[config.mk]
export PLATFORM = sky130hd
export DESIGN_NAME = key_debounce_n
export DESIGN_NICKNAME = d
export VERILOG_FILES = /design/src/rtl/key_pkg.sv /design/src/rtl/key_debounce_chan.sv /design/src/rtl/key_debounce_n.sv
export SDC_FILE = /design/constraint.sdc
export NUM_CORES = 1
export LEC_CHECK = 0
export ABC_CLOCK_PERIOD_IN_PS = 3850
export BUFFER_PORTS_ARGS = -buffer_cell sky130_fd_sc_hd__buf_2
export CELL_PAD_IN_SITES_DETAIL_PLACEMENT = 1
export CELL_PAD_IN_SITES_GLOBAL_PLACEMENT = 1
export CORE_ASPECT_RATIO = 0.7
export CORE_MARGIN = 5
export CORE_UTILIZATION = 48
export CTS_CLUSTER_DIAMETER = 80
export DETAILED_ROUTE_END_ITERATION = 10
export PLACE_DENSITY_LB_ADDON = 0.1
export SYNTH_ARGS = -nofsm -noshare
export SYNTH_HDL_FRONTEND = slang
export SYNTH_SLANG_ARGS = --single-unit
[constraint.sdc]
create_clock -name sys_clk -period 3.85 [get_ports sys_clk]
set_input_delay 0.77 -clock sys_clk [delete_from_list [all_inputs] [get_ports sys_clk]]
set_output_delay 0.77 -clock sys_clk [all_outputs]
set_load 0.01 [all_outputs]
[src/rtl/key_pkg.sv]
// -----------------------------------------------------------------------------
// key_pkg
//   Shared types and helpers for the N-key push-button conditioner.
//   - evt_t      : one queued key event {code, press, rpt}
//   - key_code_w : width of the key index field, max(1, clog2(n_keys))
//   - KEY_IDLE_N : raw level of a released key (active-low buttons)
// -----------------------------------------------------------------------------
package key_pkg;

   // Storage width of the code field; the top truncates it to its own KW,
   // so designs of up to 256 keys share this one event type.
   localparam int KEY_CODE_W = 8;

   // Raw key level when the button is not pressed.
   localparam logic KEY_IDLE_N = 1'b1;

   typedef struct packed {
      logic [KEY_CODE_W-1:0] code;
      logic                  press;
      logic                  rpt;
   } evt_t;

   function automatic int key_code_w(input int n_keys);
      if (n_keys <= 1) begin
         return 1;
      end else begin
         return $clog2(n_keys);
      end
   endfunction

endpackage

[src/rtl/key_debounce_chan.sv]
// -----------------------------------------------------------------------------
// key_debounce_chan
//   One key channel: 2-flop synchroniser, stable-count filter, debounced level
//   and one-cycle press/release pulses. With KEY_AUTOREPEAT_EN defined it also
//   runs a hold timer that emits repeat pulses while the key stays pressed.
//   Ports:
//     i_clk, i_rst   clock, asynchronous active-high reset
//     i_key_raw_n    raw asynchronous key, 0 = pressed
//     o_level        debounced state, 1 = pressed
//     o_press        1-cycle pulse when o_level rises
//     o_rel          1-cycle pulse when o_level falls
//     o_rpt          1-cycle auto-repeat pulse (0 without KEY_AUTOREPEAT_EN)
//   Build option: KEY_AUTOREPEAT_EN
// -----------------------------------------------------------------------------
module key_debounce_chan
   import key_pkg::*;
#(
   parameter int STABLE_CYC    = 1000000,
   parameter int CNT_W         = 20,
   parameter int REPEAT_DELAY  = 50000000,
   parameter int REPEAT_PERIOD = 10000000
) (
   input  logic i_clk,
   input  logic i_rst,
   input  logic i_key_raw_n,
   output logic o_level,
   output logic o_press,
   output logic o_rel,
   output logic o_rpt
);

   logic [1:0]       r_sync;
   logic [CNT_W-1:0] r_cnt;
   logic             r_level;
   logic             r_press;
   logic             r_rel;
   logic             w_key;
   logic             w_accept;

   // Two-flop synchroniser, reset to the released level.
   always_ff @(posedge i_clk or posedge i_rst) begin
      if (i_rst) begin
         r_sync <= {2{KEY_IDLE_N}};
      end else begin
         r_sync <= {r_sync[0], i_key_raw_n};
      end
   end

   // Synchronised key, 1 = pressed.
   assign w_key = ~r_sync[1];

   // The change is accepted on the STABLE_CYC-th consecutive differing cycle.
   assign w_accept = (w_key != r_level) && (r_cnt == CNT_W'(STABLE_CYC - 1));

   // Stable-count filter, debounced level and edge pulses.
   always_ff @(posedge i_clk or posedge i_rst) begin
      if (i_rst) begin
         r_cnt   <= '0;
         r_level <= 1'b0;
         r_press <= 1'b0;
         r_rel   <= 1'b0;
      end else begin
         r_press <= w_accept & w_key;
         r_rel   <= w_accept & ~w_key;
         if (w_accept) begin
            r_level <= w_key;
            r_cnt   <= '0;
         end else if (w_key == r_level) begin
            r_cnt <= '0;
         end else begin
            r_cnt <= r_cnt + CNT_W'(1);
         end
      end
   end

   assign o_level = r_level;
   assign o_press = r_press;
   assign o_rel   = r_rel;

`ifdef KEY_AUTOREPEAT_EN
   localparam int HOLD_W = $clog2(REPEAT_DELAY + 1);

   logic [HOLD_W-1:0] r_hold;
   logic              r_rpt;
   logic              w_hold_hit;

   // r_hold equals the number of cycles since the level rose; after a repeat it
   // is rewound by REPEAT_PERIOD so the next hit is exactly one period later.
   assign w_hold_hit = r_level && (r_hold == HOLD_W'(REPEAT_DELAY - 1));

   // Hold timer and repeat pulse; a repeat coinciding with the release is
   // suppressed so a channel never produces two events in one cycle.
   always_ff @(posedge i_clk or posedge i_rst) begin
      if (i_rst) begin
         r_hold <= '0;
         r_rpt  <= 1'b0;
      end else begin
         r_rpt <= w_hold_hit & ~w_accept;
         if (!r_level) begin
            r_hold <= '0;
         end else if (w_hold_hit) begin
            r_hold <= HOLD_W'(REPEAT_DELAY - REPEAT_PERIOD);
         end else begin
            r_hold <= r_hold + HOLD_W'(1);
         end
      end
   end

   assign o_rpt = r_rpt;
`else
   assign o_rpt = 1'b0;
`endif

endmodule

[src/rtl/key_debounce_n.sv]
// -----------------------------------------------------------------------------
// key_debounce_n
//   N-channel push-button conditioner. Each key is synchronised and debounced
//   by a key_debounce_chan instance; the resulting press/release (and optional
//   auto-repeat) pulses are held in one pending slot per channel and presented
//   lowest-index first on a valid/ready event port. Dropped events set a
//   sticky overflow flag.
//   Ports:
//     sys_clk, sys_rst       clock, asynchronous active-high reset
//     key_raw_n  [N]         raw keys, 0 = pressed
//     key_level  [N]         debounced state, 1 = pressed
//     key_press / key_rel    1-cycle level rise / fall pulses
//     evt_valid / evt_ready  event handshake
//     evt_code [KW]          key index of the event
//     evt_press / evt_rpt    press (1) or release (0); auto-repeat press
//     evt_ovf / ovf_clr      sticky drop flag and its clear
//   Build option: KEY_AUTOREPEAT_EN enables per-key auto-repeat.
// -----------------------------------------------------------------------------
module key_debounce_n
   import key_pkg::*;
#(
   parameter int  N_KEYS        = 3,
   parameter int  STABLE_CYC    = 1000000,
   parameter int  CNT_W         = 20,
   parameter int  REPEAT_DELAY  = 50000000,
   parameter int  REPEAT_PERIOD = 10000000,
   localparam int KW            = key_code_w(N_KEYS)
) (
   input  logic              sys_clk,
   input  logic              sys_rst,
   input  logic [N_KEYS-1:0] key_raw_n,
   output logic [N_KEYS-1:0] key_level,
   output logic [N_KEYS-1:0] key_press,
   output logic [N_KEYS-1:0] key_rel,
   output logic              evt_valid,
   input  logic              evt_ready,
   output logic [KW-1:0]     evt_code,
   output logic              evt_press,
   output logic              evt_rpt,
   output logic              evt_ovf,
   input  logic              ovf_clr
);

   logic [N_KEYS-1:0] w_press;
   logic [N_KEYS-1:0] w_rel;
   logic [N_KEYS-1:0] w_rpt;
   logic [N_KEYS-1:0] w_new;
   logic [N_KEYS-1:0] w_free;
   logic [N_KEYS-1:0] w_take;
   logic              w_load;
   logic              w_any;
   logic [KW-1:0]     w_sel;
   logic              w_sel_press;
   logic              w_sel_rpt;
   logic              w_drop;

   logic [N_KEYS-1:0] r_pend_v;
   logic [N_KEYS-1:0] r_pend_p;
   logic [N_KEYS-1:0] r_pend_r;
   evt_t              r_evt;
   logic              r_evt_valid;
   logic              r_ovf;

   for (genvar g = 0; g < N_KEYS; g++) begin : g_chan
      key_debounce_chan #(
         .STABLE_CYC   (STABLE_CYC),
         .CNT_W        (CNT_W),
         .REPEAT_DELAY (REPEAT_DELAY),
         .REPEAT_PERIOD(REPEAT_PERIOD)
      ) u_chan (
         .i_clk      (sys_clk),
         .i_rst      (sys_rst),
         .i_key_raw_n(key_raw_n[g]),
         .o_level    (key_level[g]),
         .o_press    (w_press[g]),
         .o_rel      (w_rel[g]),
         .o_rpt      (w_rpt[g])
      );
   end

   assign key_press = w_press;
   assign key_rel   = w_rel;

   // The output register may take a new event when empty or being accepted.
   assign w_load = ~r_evt_valid | evt_ready;

   // Lowest-index pending slot wins (descending scan, last hit kept) and is consumed on load.
   always_comb begin
      w_any       = 1'b0;
      w_sel       = '0;
      w_sel_press = 1'b0;
      w_sel_rpt   = 1'b0;
      for (int i = N_KEYS - 1; i >= 0; i--) begin
         if (r_pend_v[i]) begin
            w_any       = 1'b1;
            w_sel       = KW'(i);
            w_sel_press = r_pend_p[i];
            w_sel_rpt   = r_pend_r[i];
         end else begin
            w_any = w_any;
         end
      end
      for (int i = 0; i < N_KEYS; i++) begin
         w_take[i] = w_load & w_any & (w_sel == KW'(i));
      end
   end

   // A slot being consumed this cycle counts as free, so refill never drops.
   always_comb begin
      w_drop = 1'b0;
      for (int i = 0; i < N_KEYS; i++) begin
         w_new[i]  = w_press[i] | w_rel[i] | w_rpt[i];
         w_free[i] = ~r_pend_v[i] | w_take[i];
         w_drop    = w_drop | (w_new[i] & ~w_free[i]);
      end
   end

   // Per-channel pending slots: load on a new event, clear when consumed.
   always_ff @(posedge sys_clk or posedge sys_rst) begin
      if (sys_rst) begin
         r_pend_v <= '0;
         r_pend_p <= '0;
         r_pend_r <= '0;
      end else begin
         for (int i = 0; i < N_KEYS; i++) begin
            if (w_new[i] && w_free[i]) begin
               r_pend_v[i] <= 1'b1;
               r_pend_p[i] <= w_press[i] | w_rpt[i];
               r_pend_r[i] <= w_rpt[i];
            end else if (w_take[i]) begin
               r_pend_v[i] <= 1'b0;
            end else begin
               r_pend_v[i] <= r_pend_v[i];
            end
         end
      end
   end

   // Event output register; fields hold while valid and not accepted.
   always_ff @(posedge sys_clk or posedge sys_rst) begin
      if (sys_rst) begin
         r_evt_valid <= 1'b0;
         r_evt       <= '0;
      end else if (w_load) begin
         if (w_any) begin
            r_evt_valid <= 1'b1;
            r_evt.code  <= KEY_CODE_W'(w_sel);
            r_evt.press <= w_sel_press;
            r_evt.rpt   <= w_sel_rpt;
         end else begin
            r_evt_valid <= 1'b0;
         end
      end else begin
         r_evt_valid <= r_evt_valid;
      end
   end

   // Sticky overflow flag; a drop in the clearing cycle keeps it set.
   always_ff @(posedge sys_clk or posedge sys_rst) begin
      if (sys_rst) begin
         r_ovf <= 1'b0;
      end else if (w_drop) begin
         r_ovf <= 1'b1;
      end else if (ovf_clr) begin
         r_ovf <= 1'b0;
      end else begin
         r_ovf <= r_ovf;
      end
   end

   assign evt_valid = r_evt_valid;
   assign evt_code  = KW'(r_evt.code);
   assign evt_press = r_evt.press;
   assign evt_rpt   = r_evt.rpt;
   assign evt_ovf   = r_ovf;

endmodule
* Word-level counts from Yosys, hierarchy flattened *
Cells that the tools add are included.

storage, ports and cells
  bits in read-only memories = 0
  memories = 0
  latch bits = 0
  output and inout port bits = 15
  RAM bits = 0
  register bits after elaboration = 86
  logic and storage cells = 107
  input port bits = 7

operators by class
  bitwise logic cells = 32
  multipliers = 0
  eq/ne operators = 11
  div/mod/pow operators = 0
  $lt $le $gt $ge = 0
  reduce and logical (&&, ||, !) cells = 12
  shifts and indexed selects = 0
  mux-type cells = 24
  $add $sub $neg = 3

operators by type and width
  cell                   count
  $mux 20                6
  $add 20x1->20 const B  3
  $eq 20x20->1 const B   3
  $mux 1                 15
  $and 1x1->1            13
  $not 1->1              10
  $or 1x1->1             9
  $reduce_bool 2->1      4
  $logic_and 1x1->1      6
  $mux 2                 3
  $eq 1x1->1             3
  $ne 1x1->1             3
  $eq 2x1->1 const B     1
  $eq 2x2->1 const B     1
  $logic_not 2->1        1
  $reduce_and 2->1       1

* Depth between registers and ports, before layout *
  word-level depth = 11
  mapped depth = 6
  mapped depth without buffers = 5

* Cells and area by module *
Synthesis repeated with hierarchy kept, for this count alone.

second synthesis, totals
  cells, all modules = 429
  area, all modules = 4395.5 µm²

modules (own cells, without submodules)
  module                                    times used  cells each  sequential area each (µm²)  area an instance (µm²)
  key_debounce_chan (g_chan[1].u_chan ...)  2           121         628.1                       1242.4
  key_debounce_chan (g_chan[0].u_chan)      1           122         628.1                       1232.4
  key_debounce_n                            1           65          375.4                       678.2

* Worst setup path after synthesis *
OpenSTA, ideal clock, no wires.

  path kind = flip-flop to flip-flop
  from = register g_chan[0].u_chan.r_cnt[0]
  to = register g_chan[0].u_chan.r_cnt[2]
  arrival time = 1680 ps
  path buffers = 1
  setup slack = 2048 ps
  data required time = 3728 ps
  stages on the path, launching flop included = 7
  setup time = 122 ps
  clock period less this slack = 1802 ps
  path through = dfrtp_1 ha_1 nand2_1 or4_1 o21bai_1 buf_2 nor2_1

on the way
  word-level cells in the longest chain between the ends = 3
  elaborated cells on any way between the ends = 5
  classes of those cells = add/sub: 1; eq/ne: 1; mux: 2; reduce/logical: 1

RTL lines
  what                                                  RTL line                                          source
  start, declared                                       key_debounce_chan.sv:33                           logic [CNT_W-1:0] r_cnt;
  start signal, assigned                                key_debounce_chan.sv:71                           r_cnt <= r_cnt + CNT_W'(1);
  $add 20x1->20 / $eq 20x20->1 (equally long branches)  key_debounce_chan.sv:71, key_debounce_chan.sv:53
  $mux 20 / $logic_and 1x1->1 (equally long branches)   key_debounce_chan.sv:68, key_debounce_chan.sv:53
  $mux 20 (*)                                           key_debounce_chan.sv:65                           if (w_accept) begin

Mark *: on every way between the ends. The rest lies on a longest branch, timed or not.
A chain may end at the register's enable or synchronous reset.

* Worst setup path in the final report *
  from = register g_chan[2].u_chan.r_cnt[0]
  to = register g_chan[2].u_chan.r_cnt[16]

on the way
  word-level cells in the longest chain between the ends = 3
  elaborated cells on any way between the ends = 5
  classes of those cells = add/sub: 1; eq/ne: 1; mux: 2; reduce/logical: 1

RTL lines
  what                                                  RTL line
  start, declared                                       key_debounce_chan.sv:33
  start signal, assigned                                key_debounce_chan.sv:71
  $add 20x1->20 / $eq 20x20->1 (equally long branches)  key_debounce_chan.sv:71, key_debounce_chan.sv:53
  $mux 20 / $logic_and 1x1->1 (equally long branches)   key_debounce_chan.sv:68, key_debounce_chan.sv:53
  $mux 20 (*)                                           key_debounce_chan.sv:65

Marks and branches as above.

==> metrics <==
Clock transition at path regs=0.06 ns; crit-path cells=ha_1 > nand4_1 > o21bai_1 > buf_4 > a21oi_1; HPWL Detailed=6.677 mm; area leader, netlist=dfrtp_1; fraction of layout cells with a size suffix above 1=12.76%; Final Cycle Share=61.07%; unrepaired setup endpoints after global routing=false; GRT Util Overall=20.27%; CTS tree=done; Avg Cell Area, Syn=9.825 µm²; Detailed Routing Iterations Pass 1=4; leak pwr=1.891 nW; Layout area overhead=11.22%; r2r worst-path depth=5; first-pass GRT wire length=16.78 mm; main combinational cell family by area after synthesis=simple AND/OR/NAND/NOR gates; Core Box Area=8408 µm²; RR Endpoint=g_chan[2].u_chan.r_cnt[16]$_DFF_PP0_; Critical Path RT=4.06 ns; number of CTS-inserted buffers=9; root buffer cell=clkbuf_16; standard-cell rows=28; Setup Skew=0.006912 ns; total power=0.001965 W; via count=3,116; setup bufs post-CTS=0; worst slew pin tran=0.8767 ns; Worst slew margin=41.43%; Synth async-reset ratio=100.0%; CTS Hold Bufs=0; Gates resized, CTS repair=0; commonest non-fill, non-tap cells in the layout=dfrtp_1, nor2_1, nand2_1, xnor2_1; Final setup viols=0; PwrDens=428.3 nW/µm²; synthesized area=4126 µm²; Final nets=444; EDFF count, synth=0; worst skew pair latency=0.34 ns; routed vias/inst=5.728; Synth Area in Simple Gates=25.62%; die height=87.58 µm; die width=120.8 µm; Fin. Hold Viols=0; Syn Nets=430; WHS Endpoint=g_chan[1].u_chan.r_sync[1]$_DFF_PP1_; Peak supply drop=0.0002068 V; Routed wire per std cell=17.82 µm; Seq cells post-synth=86; nature of the critical path startpoint=flip-flop; WP data arrival=2.56 ns; Starting DRT DRC Count=181; leading cell type in the layout, fill and taps excluded=dfrtp_1; H-tree depth=3; WL final=9.692 mm; largest net degree at the start of global routing=43; port buffer count=20; Util after Layout=54.58%; reg2reg start=g_chan[2].u_chan.r_cnt[0]$_DFF_PP0_; Die ar.=10,580 µm²; multiplexer share of the synthesized area=0.2426%; Critical Path Max Stage Delay=0.75 ns; Hold Path Depth=0; Max Slew Vio Count=0; Placer Congestion=0.7886; TNS Setup=0 ns; critical path start-end classification=reg2reg; CP Max Fanout=11; r2r setup slk=1.50 ns; Initial Utilization=49.08%; Main synth FF type=dfrtp_1; synth top area cells=dfrtp_1, xnor2_1, nor2_1; Synth Instances=420; worst min-delay path startpoint=g_chan[1].u_chan.r_sync[0]$_DFF_PP1_; HP Class=reg2reg; CTS sink count=86; Synth Area in XOR/XNOR=8.702%; sequential element share of the synthesized area=52.33%; antenna violations before repair=0; post-synth cell types=43; total gr overflow=0; max-cap violations=0; area share of the largest cell type after synthesis=48.51%; Yosys warnings=0; Post-Synth Adder-Cell Area=0.9096%; Antenna Nets Post-Route=0; Final min period=2.351 ns; I/O pin count=22; critical path's slowest cell=o21bai_1; FMAX=425.3 MHz; drt drc=0; Worst setup EP type=flip-flop; Synth Area in Compound Gates=7.641%; status=finished clean; vias in the first global route=3,317; clk buf depth=2; ant diodes=0
## where the power goes
group	switching, W	total, W	internal, W	leakage [nW]
Clock	0.000360	0.000947	0.000587	0.156
Sequential	0.0000173	0.000941	0.000924	1.17
Combinational	0.0000523	0.0000770	0.0000247	0.567
## how the worst max path moves through the flow
stage                     slack, ns                                 from                              endpoint
after floorplan                0.87                              sys_rst               evt_code[0]$_DFFE_PP0P_
after global placement         1.76  g_chan[2].u_chan.r_cnt[0]$_DFF_PP0_   g_chan[2].u_chan.r_cnt[3]$_DFF_PP0_
after detailed placement       1.59  g_chan[2].u_chan.r_cnt[0]$_DFF_PP0_   g_chan[2].u_chan.r_cnt[5]$_DFF_PP0_
after CTS                      1.52  g_chan[2].u_chan.r_cnt[0]$_DFF_PP0_  g_chan[2].u_chan.r_cnt[16]$_DFF_PP0_
after global routing           1.34  g_chan[2].u_chan.r_cnt[0]$_DFF_PP0_  g_chan[2].u_chan.r_cnt[16]$_DFF_PP0_
final                          1.50  g_chan[2].u_chan.r_cnt[0]$_DFF_PP0_  g_chan[2].u_chan.r_cnt[16]$_DFF_PP0_
## state kept, by name, summed over array words and instances (netlist names)
register               flops
evt_press                  1
evt_ovf                    1
r_pend_p                   3
evt_valid                  1
g_chan.u_chan.o_rel        3
g_chan.u_chan.o_level      3
g_chan.u_chan.o_press      3
evt_code                   2
g_chan.u_chan.r_sync       6
g_chan.u_chan.r_cnt       60
r_pend_v                   3
## layout make-up
type | count | area (µm²)
clock buffer | 11 | 242.7
clock inverter | 5 | 81.33
fill | 960 | 3819
inverter | 16 | 61.31
multi-input combinational | 297 | 1783
sequential | 86 | 2160
tap | 105 | 131.4
timing repair buffer | 24 | 130.1
## cell families (layout without fill, tap and decap cells)
| logic type | Yosys count | after routing |
|---|---|---|
| other | 1 | 1 |
| AND/OR/NAND/NOR | 199 | 199 |
| adder cells (fa/ha/maj) | 3 | 3 |
| flip-flops | 86 | 86 |
| buffers and inverters | 37 | 56 |
| AO/OA/AOI/OAI | 52 | 52 |
| XOR/XNOR | 41 | 41 |
| multiplexers | 1 | 1 |
## synth_stat cells (2+ instances only)
cell / n
dfrtp_1: 80
nor2_1: 56
nand2_1: 31
xnor2_1: 25
a21oi_1: 20
nand3_1: 20
nand4_1: 19
inv_1: 16
xor2_1: 16
nor4_1: 14
o21ai_0: 13
or3_1: 12
buf_4: 10
nor3_1: 9
o31ai_1: 8
and4_1: 6
dfstp_2: 6
or4_1: 6
buf_2: 5
clkbuf_1: 5
o21bai_1: 5
and3_1: 4
a22o_1: 3
ha_1: 3
nor4b_1: 3
or2_2: 3
and2_1: 2
nand2b_1: 2
nand4b_1: 2
nor2b_1: 2
or4_4: 2
## worst max-delay path: cells and delay by family (launching register included)
kind            cells  cell delay (ns)
compound gates      2             0.81
flops               1             0.44
fa+ha+maj           1             0.41
buf+inv             1             0.31
simple gates        1             0.24
## through the flow
stage                     hold slack (ns)  instances  worst slack (ns)  instance area, µm²
after floorplan                    0.3452        420            0.8681                4126
after global placement             0.3694        528             1.761                4265
after detailed placement           0.3715        528             1.594                4265
after CTS                          0.3839        544             1.524                4589
after global routing               0.3911        544             1.336                4589
final                              0.3810        544             1.499                4589
## layer usage
layer	up-vias	wire length (µm)	GRT usage (%)
li1	1491	-	-
met1	1577	4875	27.69
met2	40	4332	32.36
met3	8	370	5.036
met4	0	114	6.173
met5	-	0	0
Power figures use the tool's default switching activity.
